## config.mk

```make
export PLATFORM = sky130hd
export DESIGN_NAME = alu_rr_sched_flat
export DESIGN_NICKNAME = d
export VERILOG_FILES = /design/src/rtl/alu_rr_sched_if.sv /design/src/rtl/alu_rr_sched.sv /design/src/flat_wrapper.sv
export SDC_FILE = /design/constraint.sdc
export NUM_CORES = 2
export LEC_CHECK = 0
export BUFFER_PORTS_ARGS = -buffer_cell sky130_fd_sc_hd__buf_2
export CORE_MARGIN = 1
export CORE_UTILIZATION = 40
export DETAILED_ROUTE_END_ITERATION = 16
export GPL_ROUTABILITY_DRIVEN = 0
export GPL_TIMING_DRIVEN = 0
export PLACE_DENSITY_LB_ADDON = 0.2
export SETUP_SLACK_MARGIN = 0.2
export SYNTH_ARGS = -nofsm -noshare
export SYNTH_HDL_FRONTEND = slang
export SYNTH_SLANG_ARGS = --single-unit
export TNS_END_PERCENT = 1
```

## constraint.sdc

```tcl
create_clock -name clk -period 65.3 [get_ports clk]
set_clock_uncertainty 0.05 [all_clocks]
set_input_delay 6.53 -clock clk [delete_from_list [all_inputs] [get_ports clk]]
set_output_delay 6.53 -clock clk [all_outputs]
set_load 0.05 [all_outputs]
```

## src/rtl/alu_rr_sched_if.sv

```systemverilog
// ---------------------------------------------------------------------------
// alu_rr_sched_if
// Request/response bundle between the issue masters and the shared ALU
// scheduler.
//
// Handshake rule (both channels): a transfer happens in a cycle where valid
// and ready are both high at the rising clock edge. A sender holds its
// payload stable while valid is high and ready is low.
//
// Signals:
//   req_valid[NREQ]     requester i has a pending op
//   req_ready[NREQ]     one-hot, request i accepted this cycle
//   req_op[3*NREQ]      op of requester i at [3i+2:3i]
//   req_a/req_b[W*NREQ] operands of requester i at [W*i+W-1:W*i]
//   rsp_valid/ready     response channel handshake
//   rsp_id[IDW]         requester that owns the result
//   rsp_res[W]          result
//   rsp_err             divide by zero
//   busy                scheduler is executing or holding a response
//   rsp_flags[4]        {Z,N,C,V}, only when ALU_FLAGS_EN is defined
//
// Modports: master = requesters + response consumer, slave = scheduler.
// ---------------------------------------------------------------------------
interface alu_rr_sched_if #(
    parameter int NREQ = 4,
    parameter int W    = 32
);
    localparam int IDW = $clog2(NREQ);

    logic [NREQ-1:0]   req_valid;
    logic [NREQ-1:0]   req_ready;
    logic [3*NREQ-1:0] req_op;
    logic [W*NREQ-1:0] req_a;
    logic [W*NREQ-1:0] req_b;
    logic              rsp_valid;
    logic              rsp_ready;
    logic [IDW-1:0]    rsp_id;
    logic [W-1:0]      rsp_res;
    logic              rsp_err;
    logic              busy;
`ifdef ALU_FLAGS_EN
    logic [3:0]        rsp_flags;

    modport master (
        output req_valid, req_op, req_a, req_b, rsp_ready,
        input  req_ready, rsp_valid, rsp_id, rsp_res, rsp_err, busy, rsp_flags
    );
    modport slave (
        input  req_valid, req_op, req_a, req_b, rsp_ready,
        output req_ready, rsp_valid, rsp_id, rsp_res, rsp_err, busy, rsp_flags
    );
`else
    modport master (
        output req_valid, req_op, req_a, req_b, rsp_ready,
        input  req_ready, rsp_valid, rsp_id, rsp_res, rsp_err, busy
    );
    modport slave (
        input  req_valid, req_op, req_a, req_b, rsp_ready,
        output req_ready, rsp_valid, rsp_id, rsp_res, rsp_err, busy
    );
`endif
endinterface

```

## src/rtl/alu_rr_sched.sv

```systemverilog
// ---------------------------------------------------------------------------
// alu_rr_sched
// Shares one W-bit ALU (add/sub/inc/dec/pass/not/divide/and) between NREQ
// requesters. Requests are granted round-robin one at a time, executed in a
// registered stage and returned with the requester id.
//
// Ports:
//   clk        rising-edge clock
//   rst_n      asynchronous active-low reset
//   bus        alu_rr_sched_if.slave (request and response channels, busy)
//   dbg_state  current FSM state (0 IDLE, 1 EXEC, 2 RESP)
//
// Timing: request accepted in cycle k -> rsp_valid high in cycle k+2.
// With rsp_ready tied high a new grant is possible every 3 cycles.
//
// Optional feature: define ALU_FLAGS_EN to add rsp_flags = {Z,N,C,V},
// registered together with rsp_res.
// ---------------------------------------------------------------------------
module alu_rr_sched #(
    parameter int NREQ = 4,
    parameter int W    = 32
) (
    input  logic               clk,
    input  logic               rst_n,
    alu_rr_sched_if.slave      bus,
    output logic [1:0]         dbg_state
);
    localparam int IDW = $clog2(NREQ);

    typedef enum logic [1:0] {
        IDLE = 2'd0,
        EXEC = 2'd1,
        RESP = 2'd2
    } state_t;

    state_t state_q, state_d;

    logic [IDW-1:0] last_q;      // last requester served
    logic [IDW-1:0] g_q;         // requester of the in-flight op
    logic [2:0]     op_q;
    logic [W-1:0]   a_q, b_q;

    logic           rsp_valid_q;
    logic [IDW-1:0] rsp_id_q;
    logic [W-1:0]   rsp_res_q;
    logic           rsp_err_q;

    logic           grant_found;
    logic [IDW-1:0] grant_idx;

    // ---------------- round-robin search ----------------
    // Walk last+1, last+2, ... wrapping at NREQ; the first valid bit wins.
    always_comb begin
        int             cand;
        logic [IDW-1:0] cand_idx;
        grant_found = 1'b0;
        grant_idx   = '0;
        cand        = 0;
        cand_idx    = '0;
        for (int k = 1; k <= NREQ; k++) begin
            cand = int'(last_q) + k;
            if (cand >= NREQ) cand = cand - NREQ;
            cand_idx = IDW'(cand);
            if (!grant_found && bus.req_valid[cand_idx]) begin
                grant_found = 1'b1;
                grant_idx   = cand_idx;
            end
        end
    end

    // ready is gated by rst_n so nothing is accepted while reset is held,
    // even though the state register already reads IDLE.
    always_comb begin
        bus.req_ready = '0;
        if (state_q == IDLE && grant_found && rst_n)
            bus.req_ready[grant_idx] = 1'b1;
    end

    // ---------------- ALU on captured operands ----------------
    logic [W-1:0] alu_b;
    logic [W-1:0] alu_res;
    logic         alu_err;
`ifdef ALU_FLAGS_EN
    logic [W:0]   sum, diff;   // top bit is carry / borrow
    logic         alu_c, alu_v;
`else
    logic [W-1:0] sum, diff;
`endif

    always_comb begin
        // inc/dec reuse the adder/subtractor with b forced to 1
        alu_b   = (op_q == 3'b010 || op_q == 3'b011) ? W'(1) : b_q;
`ifdef ALU_FLAGS_EN
        sum     = {1'b0, a_q} + {1'b0, alu_b};
        diff    = {1'b0, a_q} - {1'b0, alu_b};
        alu_c   = 1'b0;
        alu_v   = 1'b0;
`else
        sum     = a_q + alu_b;
        diff    = a_q - alu_b;
`endif
        alu_res = '0;
        alu_err = 1'b0;
        case (op_q)
            3'b000, 3'b010: begin
                alu_res = sum[W-1:0];
`ifdef ALU_FLAGS_EN
                alu_c = sum[W];
                alu_v = (a_q[W-1] == alu_b[W-1]) && (sum[W-1] != a_q[W-1]);
`endif
            end
            3'b001, 3'b011: begin
                alu_res = diff[W-1:0];
`ifdef ALU_FLAGS_EN
                alu_c = diff[W];
                alu_v = (a_q[W-1] != alu_b[W-1]) && (diff[W-1] != a_q[W-1]);
`endif
            end
            3'b100: alu_res = a_q;
            3'b101: alu_res = ~a_q;
            3'b110: begin
                if (b_q == '0) begin
                    alu_res = '1;
                    alu_err = 1'b1;
                end else begin
                    alu_res = a_q / b_q;
                end
            end
            default: alu_res = a_q & b_q;
        endcase
    end

    // ---------------- FSM ----------------
    always_ff @(posedge clk or negedge rst_n) begin
        if (!rst_n) state_q <= IDLE;
        else        state_q <= state_d;
    end

    always_comb begin
        state_d = state_q;
        case (state_q)
            IDLE:    if (grant_found) state_d = EXEC;
            EXEC:    state_d = RESP;
            RESP:    if (bus.rsp_ready) state_d = IDLE;
            default: state_d = IDLE;
        endcase
    end

    // ---------------- datapath registers ----------------
    always_ff @(posedge clk or negedge rst_n) begin
        if (!rst_n) begin
            last_q      <= IDW'(NREQ - 1);
            g_q         <= '0;
            op_q        <= '0;
            a_q         <= '0;
            b_q         <= '0;
            rsp_valid_q <= 1'b0;
            rsp_id_q    <= '0;
            rsp_res_q   <= '0;
            rsp_err_q   <= 1'b0;
        end else begin
            case (state_q)
                IDLE: begin
                    if (grant_found) begin
                        g_q  <= grant_idx;
                        op_q <= bus.req_op[3*int'(grant_idx) +: 3];
                        a_q  <= bus.req_a[W*int'(grant_idx) +: W];
                        b_q  <= bus.req_b[W*int'(grant_idx) +: W];
                    end
                end
                EXEC: begin
                    rsp_valid_q <= 1'b1;
                    rsp_id_q    <= g_q;
                    rsp_res_q   <= alu_res;
                    rsp_err_q   <= alu_err;
                end
                RESP: begin
                    if (bus.rsp_ready) begin
                        rsp_valid_q <= 1'b0;
                        last_q      <= g_q;
                    end
                end
                default: ;
            endcase
        end
    end

`ifdef ALU_FLAGS_EN
    logic [3:0] rsp_flags_q;
    always_ff @(posedge clk or negedge rst_n) begin
        if (!rst_n)
            rsp_flags_q <= '0;
        else if (state_q == EXEC)
            rsp_flags_q <= {(alu_res == '0), alu_res[W-1], alu_c, alu_v};
    end
    assign bus.rsp_flags = rsp_flags_q;
`endif

    assign bus.rsp_valid = rsp_valid_q;
    assign bus.rsp_id    = rsp_id_q;
    assign bus.rsp_res   = rsp_res_q;
    assign bus.rsp_err   = rsp_err_q;
    assign bus.busy      = (state_q != IDLE);
    assign dbg_state     = state_q;

endmodule

```

## src/flat_wrapper.sv

```systemverilog
// flat-port wrapper written by rule: the top's interface ports become plain ports
module alu_rr_sched_flat 
#(
    parameter int NREQ = 4,
    parameter int W    = 32
)
  (clk, rst_n, dbg_state, bus_req_valid, bus_req_op, bus_req_a, bus_req_b, bus_rsp_ready, bus_req_ready, bus_rsp_valid, bus_rsp_id, bus_rsp_res, bus_rsp_err, bus_busy);
  alu_rr_sched_if #(.NREQ(NREQ), .W(W)) bus_i ();
  input  logic clk;
  input  logic rst_n;
  output logic [1:0] dbg_state;
  input wire logic [$bits(bus_i.req_valid)-1:0] bus_req_valid;
  input wire logic [$bits(bus_i.req_op)-1:0] bus_req_op;
  input wire logic [$bits(bus_i.req_a)-1:0] bus_req_a;
  input wire logic [$bits(bus_i.req_b)-1:0] bus_req_b;
  input wire logic [$bits(bus_i.rsp_ready)-1:0] bus_rsp_ready;
  output wire logic [$bits(bus_i.req_ready)-1:0] bus_req_ready;
  output wire logic [$bits(bus_i.rsp_valid)-1:0] bus_rsp_valid;
  output wire logic [$bits(bus_i.rsp_id)-1:0] bus_rsp_id;
  output wire logic [$bits(bus_i.rsp_res)-1:0] bus_rsp_res;
  output wire logic [$bits(bus_i.rsp_err)-1:0] bus_rsp_err;
  output wire logic [$bits(bus_i.busy)-1:0] bus_busy;
  assign bus_i.req_valid = bus_req_valid;
  assign bus_i.req_op = bus_req_op;
  assign bus_i.req_a = bus_req_a;
  assign bus_i.req_b = bus_req_b;
  assign bus_i.rsp_ready = bus_rsp_ready;
  assign bus_req_ready = bus_i.req_ready;
  assign bus_rsp_valid = bus_i.rsp_valid;
  assign bus_rsp_id = bus_i.rsp_id;
  assign bus_rsp_res = bus_i.rsp_res;
  assign bus_rsp_err = bus_i.rsp_err;
  assign bus_busy = bus_i.busy;
  alu_rr_sched #(.NREQ(NREQ), .W(W)) u_core (.clk(clk), .rst_n(rst_n), .bus(bus_i), .dbg_state(dbg_state));
endmodule
```

==> impl_metrics.ini <==
[worst_setup_path]
cp.arrival_ns = 65.73
path_common_cell = a21o_1
r2r_cells = 330
ff2ff_setup_slack_ns = -0.19
worst_setup_path_end_kind = flop
worstSetupPathType = flop to flop
cp.required_ns = 65.54
cpMaxStageDelayCell = or4_4
path_max_fanout = 8
regToRegStartpoint = u_core.b_q[29]
rr_endpoint = u_core.bus.rsp_res[0]
critPathLaunchType = flop
critical-path-max-stage-delay_ns = 0.56

[floorplanning]
dieArea_mm2 = 0.0960
die-height_um = 310
rows = 112
floorplan.die.width_um = 310
start_util = 0.405
coreArea_mm2 = 0.0936
io_pins = 318

[clock_tree]
cts_root_buf = clkbuf_16
htree_num_levels = 3
path_clk_slew_ns = 0.11
clk_latency_ns = 0.42
cts_tree = yes
cts_buffers = 9
cts_sinks = 109
cts_buffer_depth = 2

[min_path]
hold_start = u_core.bus.rsp_res[13]
hold_path_class = flop to flop
min_path_cells = 2
hold_path_end = u_core.bus.rsp_res[13]

[yosys]
synth_top_area_share = 0.186
netlist_top_cells_count = 870 x nand2_1, 562 x ha_1, 505 x nor2_1
synth_fp_nets = 6424
synth-seq-area-share = 0.0720
synth_edf_count = 0
syn-instance-count = 5586
synth_cell_types = 106
yosys_warnings = 0
synth.most_common_cell = nand2_1
yosys.area.top_type = ha_1
synth_area_leaders = ha_1 19%, nand2_1 8.6%, dfrtp_1 7.1%
syn_avg_cell_area_um2 = 6.79
synth_flop_cell = dfrtp_1
async_flop_share = 1.00
yosys_register_bits = 109
netlist_area_mm2 = 0.0379

[global_route]
grt_pass1_wl_mm = 269
grt.total_usage = 0.368
grt_max_degree = 61
grt_pass1_vias = 44600
grt.overflow.total = 0
antenna_found_initial = 12

[routing]
drt-initial-drc-count = 5548
vias = 49800
wire_per_inst_um = 24.9
drtPass1Iterations = 8
vias_per_cell = 6.43
drcViolationCount = 0
ant_nets = 0
wl_mm = 192

[final_layout]
syn_to_final_growth_pct = 40.0
fin_nets = 7316
drive_above_1_share = 0.294

[status]
violations = capacitance limit, setup timing
status = finished, violations left

[sta]
fin_crit_sh = 1.00
slew_violations = 0
max-slew-margin-rel = 0.00524
setup_viol = 1
period_needed_ns = 65.49
finalWorstSetupSlack_ns = -0.186
rsz0062_at_grt = yes
max_clock_freq_mhz = 15.3
worst_pin_slew_ns = 1.49
hold_viol = 0
fin_tns_setup_ns = -0.186

[placement]
post-place-ws_ns = -22.38
dp_hpwl_mm = 142
port_buffers = 317

[run]
maxCapViolCount = 1
==> cell type report <==
cell class / instances / area, µm²
Fill cell: 8646 / 40500
Multi-Input combinational cell: 5046 / 39200
Timing Repair Buffer: 884 / 6450
Sequential cell: 109 / 2740
Buffer: 230 / 2020
Tap cell: 1254 / 1570
Inverter: 198 / 743
Clock buffer: 9 / 225
Clock inverter: 7 / 103
Antenna cell: 7 / 17.5
==> layer usage <==
| layer | vias up | share of wire | routed length [µm] | GRT usage |
|---|---|---|---|---|
| met3 | 852 | 0.11 | 21600 | 0.0790 |
| met2 | 3279 | 0.43 | 82200 | 0.579 |
| li1 | 22400 | - | - | - |
| met5 | - | 0.0012 | 233 | 0.00910 |
| met1 | 23300 | 0.38 | 72500 | 0.452 |
| met4 | 14 | 0.083 | 16000 | 0.234 |
==> how the worst max path moves through the flow <==
| stage | startpoint | slack (ns) | endpoint |
|---|---|---|---|
| 5_1_grt | u_core.b_q[26] | -1.68 | u_core.bus.rsp_res[0] |
| 3_5_place_dp | u_core.b_q[26] | -22.38 | u_core.bus.rsp_res[0] |
| 2_1_floorplan | u_core.b_q[20] | 0.22 | u_core.bus.rsp_res[0] |
| 3_3_place_gp | u_core.b_q[26] | -22.51 | u_core.bus.rsp_res[0] |
| 4_1_cts | u_core.b_q[29] | 0.20 | u_core.bus.rsp_res[0] |
| 6_report | u_core.b_q[29] | -0.19 | u_core.bus.rsp_res[0] |
==> flip-flops by register name, summed over array words and instances (netlist names) <==
register and flops:
u_core.op_q 3, u_core.dbg_state 2, u_core.last_q 2, u_core.bus.rsp_res 32, u_core.a_q 32, u_core.g_q 2, u_core.bus.rsp_valid 1, u_core.b_q 32
u_core.bus.rsp_id 2, u_core.bus.rsp_err 1
==> kinds of logic after synthesis <==
family,synth area share
compound gates,0.316
simple gates,0.263
flops,0.0720
mux,0.0288
fa+ha+maj,0.186
buf+inv,0.0431
xor+xnor,0.0908
==> cell usage in the layout, fill, tap and decap left out, types with 35 or more instances in the layout <==
cell type / count
nor2_4: 40
or2_2: 35
nand3_1: 210
xor2_1: 135
ha_1: 442
o21bai_1: 39
inv_1: 174
nor2_1: 432
mux2_2: 54
or3_1: 52
a21oi_1: 320
a31oi_1: 49
buf_4: 519
nand4_1: 53
a21oi_2: 86
nand2_1: 835
and2_1: 35
ha_4: 106
o21a_1: 104
dfrtp_1: 101
o21ai_0: 299
nor3_1: 110
nand2b_1: 45
o211ai_1: 115
clkbuf_1: 119
nor2b_1: 40
o21ai_2: 36
buf_2: 320
a21o_1: 205
xnor2_1: 256
==> through the flow <==
step,hold slack [ns],instance area [µm²],instances,utilization
5_1_grt,0.451,53100,7740,0.567
4_1_cts,0.427,47700,7446,0.510
6_report,0.419,53100,7744,0.567
3_5_place_dp,0.403,41600,7173,0.445
2_1_floorplan,0.407,38100,5586,-
3_3_place_gp,0.399,41300,7157,0.441
==> worst max-delay path, delay by kind of cell, from the launching register on <==
family / cells / cell delay (ns)
compound gates: 161 / 33.34
xor+xnor: 1 / 0.18
fa+ha+maj: 31 / 8.21
buf+inv: 54 / 7.89
flops: 1 / 0.38
mux: 9 / 2.38
simple gates: 74 / 12.75
==> repair_timing <==
action	4_1_cts	5_1_grt
hold endpoints to repair	0	0
gates resized for setup	791	553
gates cloned	0	11
pin swaps	197	391
hold buffers	0	0
setup buffers	259	281
endpoints found under the setup margin	7	3
Power is left out: the tool's default activity adds up to more than one toggle a clock period on the data nets, which glitch-free logic cannot reach.
